## src/rtl/regfile_mp_if.sv

```systemverilog
// Bundle of read ports, both write ports and status for regfile_mp.
// master drives addresses/writes, slave is the register file.
interface regfile_mp_if #(
    parameter int XLEN  = 32,
    parameter int AW    = 5,
    parameter int NREAD = 2
);
    logic [NREAD*AW-1:0]   rd_addr;
    logic [NREAD*XLEN-1:0] rd_data;
    logic                  wb_we;
    logic [AW-1:0]         wb_addr;
    logic [XLEN-1:0]       wb_data;
    logic                  aux_we;
    logic [AW-1:0]         aux_addr;
    logic [XLEN-1:0]       aux_data;
    logic                  ready;
    logic                  collision;

    modport master (
        output rd_addr, wb_we, wb_addr, wb_data,
        output aux_we, aux_addr, aux_data,
        input  rd_data, ready, collision
    );

    modport slave (
        input  rd_addr, wb_we, wb_addr, wb_data,
        input  aux_we, aux_addr, aux_data,
        output rd_data, ready, collision
    );
endinterface

```

## src/rtl/regfile_mp.sv

```systemverilog
// Multi-port integer register file: WB + aux write ports, N read ports,
// fixed WB priority, collision flag and a post-reset scrub of every entry.
module regfile_mp #(
    parameter int XLEN    = 32,
    parameter int DEPTH   = 32,
    parameter int NREAD   = 2,
    parameter int BYPASS  = 1,
    parameter int SP_IDX  = 2,
    parameter int SP_INIT = 1020,
    localparam int AW     = $clog2(DEPTH)
) (
    input  logic        clk,
    input  logic        rst,
    regfile_mp_if.slave bus
);

    typedef enum logic {SCRUB, RUN} state_t;

    localparam logic [XLEN-1:0] SPV  = XLEN'(SP_INIT);
    localparam logic [AW-1:0]   SPA  = AW'(SP_IDX);
    localparam logic [AW-1:0]   LAST = AW'(DEPTH - 1);

    state_t          state, state_nx;
    logic [AW-1:0]   ptr, ptr_nx;
    logic            coll_q, coll_nx;
    logic [XLEN-1:0] mem [DEPTH];
    logic            run, same, wb_ok, aux_ok;

    assign run    = (state == RUN);
    assign same   = (bus.wb_addr == bus.aux_addr);
    assign wb_ok  = run && bus.wb_we && (bus.wb_addr != '0);
    // WB wins an address clash, so aux only commits when WB is elsewhere
    assign aux_ok = run && bus.aux_we && (bus.aux_addr != '0)
                    && !(bus.wb_we && same);

    always_comb begin
        state_nx = state;
        ptr_nx   = ptr;
        coll_nx  = 1'b0;
        unique case (state)
            SCRUB: begin
                ptr_nx = ptr + 1'b1;
                if (ptr == LAST) state_nx = RUN;
            end
            RUN: coll_nx = wb_ok && bus.aux_we && same;
            default: ;
        endcase
    end

    always_ff @(posedge clk or posedge rst) begin
        if (rst) begin
            state  <= SCRUB;
            ptr    <= '0;
            coll_q <= 1'b0;
        end else begin
            state  <= state_nx;
            ptr    <= ptr_nx;
            coll_q <= coll_nx;
        end
    end

    always_ff @(posedge clk) begin
        if (!rst) begin
            if (!run) begin
                mem[ptr] <= (ptr == SPA) ? SPV : '0;
            end else begin
                if (wb_ok)  mem[bus.wb_addr]  <= bus.wb_data;
                if (aux_ok) mem[bus.aux_addr] <= bus.aux_data;
            end
        end
    end

    for (genvar k = 0; k < NREAD; k++) begin : g_rd
        logic [AW-1:0]   ra;
        logic [XLEN-1:0] rv;

        assign ra = bus.rd_addr[k*AW +: AW];

        always_comb begin
            rv = mem[ra];
            if (!run || ra == '0)
                rv = '0;
            else if (BYPASS != 0 && bus.wb_we && bus.wb_addr == ra)
                rv = bus.wb_data;
            else if (BYPASS != 0 && bus.aux_we && bus.aux_addr == ra)
                rv = bus.aux_data;
        end

        assign bus.rd_data[k*XLEN +: XLEN] = rv;
    end

    assign bus.ready     = run;
    assign bus.collision = coll_q;

endmodule

```

## src/flat_wrapper.sv

```systemverilog
// flat-port wrapper written by rule: the top's interface ports become plain ports
module regfile_mp_flat 
#(
    parameter int XLEN    = 32,
    parameter int DEPTH   = 32,
    parameter int NREAD   = 2,
    parameter int BYPASS  = 1,
    parameter int SP_IDX  = 2,
    parameter int SP_INIT = 1020,
    localparam int AW     = $clog2(DEPTH)
)
  (clk, rst, bus_rd_addr, bus_wb_we, bus_wb_addr, bus_wb_data, bus_aux_we, bus_aux_addr, bus_aux_data, bus_rd_data, bus_ready, bus_collision);
  regfile_mp_if #(.XLEN(XLEN), .AW(5), .NREAD(NREAD)) bus_i ();
  input  logic clk;
  input  logic rst;
  input wire logic [$bits(bus_i.rd_addr)-1:0] bus_rd_addr;
  input wire logic [$bits(bus_i.wb_we)-1:0] bus_wb_we;
  input wire logic [$bits(bus_i.wb_addr)-1:0] bus_wb_addr;
  input wire logic [$bits(bus_i.wb_data)-1:0] bus_wb_data;
  input wire logic [$bits(bus_i.aux_we)-1:0] bus_aux_we;
  input wire logic [$bits(bus_i.aux_addr)-1:0] bus_aux_addr;
  input wire logic [$bits(bus_i.aux_data)-1:0] bus_aux_data;
  output wire logic [$bits(bus_i.rd_data)-1:0] bus_rd_data;
  output wire logic [$bits(bus_i.ready)-1:0] bus_ready;
  output wire logic [$bits(bus_i.collision)-1:0] bus_collision;
  assign bus_i.rd_addr = bus_rd_addr;
  assign bus_i.wb_we = bus_wb_we;
  assign bus_i.wb_addr = bus_wb_addr;
  assign bus_i.wb_data = bus_wb_data;
  assign bus_i.aux_we = bus_aux_we;
  assign bus_i.aux_addr = bus_aux_addr;
  assign bus_i.aux_data = bus_aux_data;
  assign bus_rd_data = bus_i.rd_data;
  assign bus_ready = bus_i.ready;
  assign bus_collision = bus_i.collision;
  regfile_mp #(.XLEN(XLEN), .DEPTH(DEPTH), .NREAD(NREAD), .BYPASS(BYPASS), .SP_IDX(SP_IDX), .SP_INIT(SP_INIT)) u_core (.clk(clk), .rst(rst), .bus(bus_i));
endmodule
```

## config.mk

```make
export PLATFORM = sky130hd
export DESIGN_NAME = regfile_mp_flat
export DESIGN_NICKNAME = d
export VERILOG_FILES = /design/src/rtl/regfile_mp_if.sv /design/src/rtl/regfile_mp.sv /design/src/flat_wrapper.sv
export SDC_FILE = /design/constraint.sdc
export NUM_CORES = 2
export LEC_CHECK = 0
export ABC_AREA = 0
export BUFFER_PORTS_ARGS = -buffer_cell sky130_fd_sc_hd__buf_4
export CAP_MARGIN = 5
export CORE_ASPECT_RATIO = 0.7
export CORE_UTILIZATION = 25
export DETAILED_ROUTE_END_ITERATION = 10
export HOLD_SLACK_MARGIN = 0.1
export MAX_ROUTING_LAYER = met4
export PLACE_DENSITY_LB_ADDON = 0.12
export SETUP_SLACK_MARGIN = 0.05
export SLEW_MARGIN = 10
export SYNTH_ARGS = -nofsm -noshare
export SYNTH_HDL_FRONTEND = slang
export SYNTH_SLANG_ARGS = --single-unit
```

## constraint.sdc

```tcl
create_clock -name clk -period 7.6 [get_ports clk]
set_clock_uncertainty 0.15 [all_clocks]
set_input_delay 0.38 -clock clk [delete_from_list [all_inputs] [get_ports clk]]
set_output_delay 0.38 -clock clk [all_outputs]
set_load 0.005 [all_outputs]
```

-- Word-level counts from Yosys, hierarchy flattened
Memories as Yosys holds them, arrays and structs flattened.
Cells that the tools add are included.
- flip-flop bits (word level): 7
- bits in writable memories: 1024
- input port bits: 88
- output and inout bits: 66
- memories: 1
- add/subtract/negate cells: 1
- equality and inequality tests: 7
- multiplexer cells: 24
- reduce and logical (&&, ||, !) cells: 21
- memories (memory ; depth ; width ; read ports ; clocked after memory_dff ; write ports ; RTL line ; text):
    u_core.mem ; 32 ; 32 ; 2 ; 0 ; 2 ; regfile_mp.sv:26 ; logic [XLEN-1:0] mem [DEPTH];
- operators with widths (kind ; count):
    $mux W32 ; 7
    $reduce_or A32 Y1 ; 1
    $eq A5 B5 Y1 ; 5
    $mux W1 ; 15
    $logic_and A1 B1 Y1 ; 12
    $logic_not A5 Y1 ; 2
    $mux W10 ; 1
    $reduce_bool A5 Y1 ; 2
    $add A5 B1 Y5 const B ; 1
    $eq A5 B2 Y1 const B ; 1
    $eq A5 B5 Y1 const B ; 1
    $mux W5 ; 1
    $logic_not A1 Y1 ; 2
    $logic_or A1 B1 Y1 ; 2

-- Depth between registers and ports, before layout
- depth after elaboration: 8
- mapped depth: 10
- depth with buffers taken out: 6

-- Least setup slack after synthesis
Ideal clock, no wire load.
- path type: input to register
- from: in bus_wb_addr[0]
- to: mem u_core.mem[1][0], enable pin
- setup time: 0.466 ns
- arrival: 4.508 ns
- slack: 2.477 ns
- cell stages on the path: 9
- path buffers: 3
- cells stage by stage: clkbuf_1 > or4_1 > o21ai_1 > nor2_1 > buf_2 > buf_2 > o31ai_1 > nand2_1 > o21ai_0
- RTL lines (element ; RTL line ; text):
    from (decl) ; flat_wrapper.sv:18 ; input wire logic [$bits(bus_i.wb_addr)-1:0] bus_wb_addr;
    to (decl) ; regfile_mp.sv:26 ;

-- Final worst setup path
- from: in bus_rd_addr[0]
- to: out bus_rd_data[25]
- longest elaborated chain between the ends: 5
- ends and longest elaborated chain (element ; RTL line ; text):
    from (decl) ; flat_wrapper.sv:16 ; input wire logic [$bits(bus_i.rd_addr)-1:0] bus_rd_addr;
    parallel branches: the longest is 4 deep, another holds $mem_v2 Z32 W32 ; -- ;
    $mux W32 * ; regfile_mp.sv:81 ; if (!run || ra == '0)
    to (decl) ; flat_wrapper.sv:23 ; output wire logic [$bits(bus_i.rd_data)-1:0] bus_rd_data;
Every way passes the cells marked *.

==> summary.md <==
| Metric | Value |
|---|---|
| Run status | finished, final reports clean |
| NumNets Final | 5280 |
| Routed Antenna Nets | 0 |
| Max Cap Viol | 0 |
| CTS tree | built |
| Seq/Total Area, Yosys | 0.513 |
| CP max-delay cell | buf_4 |
| Number of global-route vias before repair | 43900 |
| Crit path buffers/inverters | 4 |
| VDD IR-drop max | 0.193 mV |
| Syn avg cell area | 11.2 sq um |
| Fin cells | 8490 |
| Kind of start point of the critical path | primary input |
| Vias/cell | 5.46 |
| Final setup viols | 0 |
| Overflow after GRT | 0 |
| Post-synth EDFFs | 1024 |
| Pin count of the biggest net entering global routing | 82 |
| Clk slew on worst S/H paths | 0.06 ns |
| IO Count | 154 |
| Critical Path RT | 7.07 ns |
| Top cells by area, synth | edfxtp_1, mux4_2, o21ai_0, mux2i_1, nand2_1 |
| Library cells used by synthesis | 49 |
| Synth async-reset ratio | 0.00679 |
| Post-DP HPWL | 163 mm |
| 1st-pass router iterations | 5 |
| Critical Path AT | 4.35 ns |
| Worst R2R Setup Slack | 3.10 ns |
| Maximum clock insertion buffer count | 3 |
| Synth area leader | edfxtp_1 |
| Clock latency on the worst-skew pair | 0.77 ns |
| CP cell instances | buf_8, buf_4, buf_4, mux4_2, o22ai_1, a211o_1, o221ai_1, buf_4 |
| Final Max Slew Viols | 0 |
| Crit Path Max Fanout | 45 |
| Power Dens Cells | 197 mW/mm^2 |
| Synthesis-stage register bit count | 1031 |
| CP most frequent cell | buf_4 |
| Min-delay worst type | primary input to flop |
| Yosys top cell area share | 0.511 |
| Setup Fix Bufs, Post-CTS | 0 |
| Core area | 0.239 sq mm |
| Ys flop type | edfxtp_1 |
| Largest family of logic cells by synthesized area | multiplexers |
| DIE HEIGHT | 413 um |
| XOR/XNOR Fraction of Synth Area | 0.00407 |
| Root Driver | clkbuf_16 |
| GP Congestion | 0.898 |
| Crit share post-route | 0.642 |
| Wire length after detailed routing | 277 mm |
| Final hold violation count | 0 |
| Classification of the worst setup path | primary input to output port |
| CP Capture Type | output port |
| Netlist Area Pre-Place | 0.0602 sq mm |
| H-tree Lvls | 3 |
| CTS Buf Count | 121 |
| Die width | 589 um |
| Final hold slack | 0.302 ns |
| Mux cell area share after synthesis | 0.197 |
| Worst slew pin tran | 1.29 ns |
| Layout cells sized above 1 | 0.172 |
| PortBufs | 153 |
| Die area | 0.243 sq mm |
| Global-route usage over all layers | 0.229 |
| Post-route DRC | 0 |
| Initial Util | 0.252 |
| Initial antenna violation count | 15 |
| Vias post-DR | 46400 |
| Global-route wire length before repair | 378 mm |
| Placed insts | 8194 |
| RSZ-0062 raised after global routing | no |
| Min Tclk post-route | 4.88 ns |
| Mapped Nets | 5466 |
| Slew HR | 0.137 |
| Area added between synthesis and finish | 14.1% |
| Fmax achieved | 0.205 GHz |
| Simple-gate portion of the synthesized area | 0.0828 |
| Worst stage delay on the critical path | 0.85 ns |
| Ys Warns | 0 |
| 1st-iter DRT viols | 5934 |
| Gate Count Post-Synth | 5375 |
| Clock sink total | 1031 |
| FP Rows | 150 |
| P_leak | 0.0239 uW |
| # resized after CTS | 0 |
| Post-synthesis adder-cell area fraction | 0.000623 |
| CP top delay family | buffers and inverters |
| Compound-Gate Fraction of Synth Area | 0.153 |
| TNS Setup | 0 ns |
| Routed WL per cell | 32.6 um |
## cell usage in the layout, fill, tap and decap left out, types with 8 or more instances in the layout
| cell | n |
|---|---|
| nand3_1 | 35 |
| a211oi_1 | 31 |
| a22oi_1 | 63 |
| clkinv_1 | 34 |
| o21ai_4 | 32 |
| clkbuf_16 | 122 |
| mux4_2 | 358 |
| o22ai_1 | 94 |
| clkbuf_1 | 29 |
| a21oi_2 | 8 |
| dlygate4sd3_1 | 64 |
| xnor2_1 | 11 |
| a211o_1 | 31 |
| edfxtp_1 | 1024 |
| a21oi_1 | 313 |
| nor2_1 | 255 |
| inv_1 | 68 |
| clkinv_2 | 23 |
| and3_2 | 32 |
| o21ai_0 | 780 |
| xor2_1 | 17 |
| diode_2 | 10 |
| nand2_1 | 877 |
| buf_4 | 286 |
| o221ai_1 | 217 |
| mux2i_1 | 376 |
## per-layer routing
| metal | wire, um | global-route usage | share of wire | vias up |
|---|---|---|---|---|
| met3 | 18200 | 0.0323 | 0.066 | 350 |
| met4 | 8720 | 0.0694 | 0.032 | 0 |
| met1 | 126000 | 0.318 | 0.46 | 23900 |
| met5 | 0 | - | 0 | - |
| met2 | 124000 | 0.346 | 0.45 | 2015 |
| li1 | - | - | - | 20100 |
## state kept, by name, indices dropped and copies added, names as in the netlist
register              flops
u_core.ptr                5
u_core.bus.collision      1
u_core.bus.ready          1
u_core.mem             1024
## kinds of logic (layout without fill, tap and decap cells)
family	count (synthesis)	after routing
DFF	1031	1031
other	0	10
buffers and inverters	740	653
and+or+nand+nor	1255	1255
AOI/OAI and AO/OA	1581	1581
muxes	737	737
xor gates and xnor gates	28	28
adders and majority gates	3	3
## where the power goes
group,internal [uW],total [uW],leakage [uW],switching (uW)
sequential,6260,6270,0.0108,8.28
clock,3130,5700,0.00180,2580
combinational,504,1570,0.0113,1070
total,9890,13500,0.0239,3650
## final timing paths
kind                       cells past startpoint             start            endpoint
min                                            3   bus_wb_data[21]   u_core.mem[0][21]
max in group asynchronous                      4               rst       u_core.ptr[1]
min in group asynchronous                      4               rst       u_core.ptr[3]
max                                            8    bus_rd_addr[0]     bus_rd_data[25]
max reg2reg                                    6  u_core.bus.ready  u_core.mem[22][14]
min reg2reg                                    1     u_core.ptr[0]       u_core.ptr[0]
## worst register-to-register path, cell delays in order (launching register included)
cell and delay [ns]:
dfrtp_1 0.73, nor2b_1 0.26, nand3_1 0.12, nor2_1 0.82
nand3_1 0.82, o21ai_4 0.70, buf_4 0.53
## synthesized netlist by cell type, types with 5 or more instances
library cell  instances
o22ai_1              94
nor2_1              258
buf_2               101
inv_1                69
and3_1               35
a211oi_1             31
edfxtp_1           1024
a22oi_1              63
buf_4                11
o221ai_1            217
a21oi_1             321
xor2_1               17
buf_1                83
o21ai_0             812
clkbuf_1            472
nor2b_1               5
a211o_1              31
nand2_1             880
mux2i_1             376
nand3_1              35
xnor2_1              11
nor3_1                8
nand2b_1              8
dfrtp_1               7
mux4_2              358
## area by class of cell
| type | instances | area, sq um |
|---|---|---|
| clock inverters | 71 | 513 |
| well taps | 3192 | 3990 |
| fillers | 24300 | 170000 |
| repair buffers | 361 | 2970 |
| flip-flops and latches | 1031 | 30900 |
| diodes | 10 | 25.0 |
| clock buffers | 151 | 3160 |
| inverters | 70 | 265 |
| multi-input cells | 3604 | 26900 |
## metrics by stage
| stage | power (uW) | area (sq um) | utilization | worst slack [ns] |
|---|---|---|---|---|
| 3_3_place_gp | 7910 | 64400 | 0.269 | 2.72 |
| 6_report | 13500 | 68700 | 0.287 | 2.72 |
| 5_1_grt | 13900 | 68700 | 0.287 | 2.57 |
| 2_1_floorplan | 7240 | 60200 | - | 2.48 |
| 3_5_place_dp | 7920 | 64400 | 0.269 | 2.79 |
| 4_1_cts | 13600 | 68700 | 0.287 | 2.80 |
## what timing repair did
action,in CTS,in global routing
hold buffers,64,0
setup endpoints to repair,0,0
hold endpoints to repair,990,0
(Power assumes the default switching activity.)
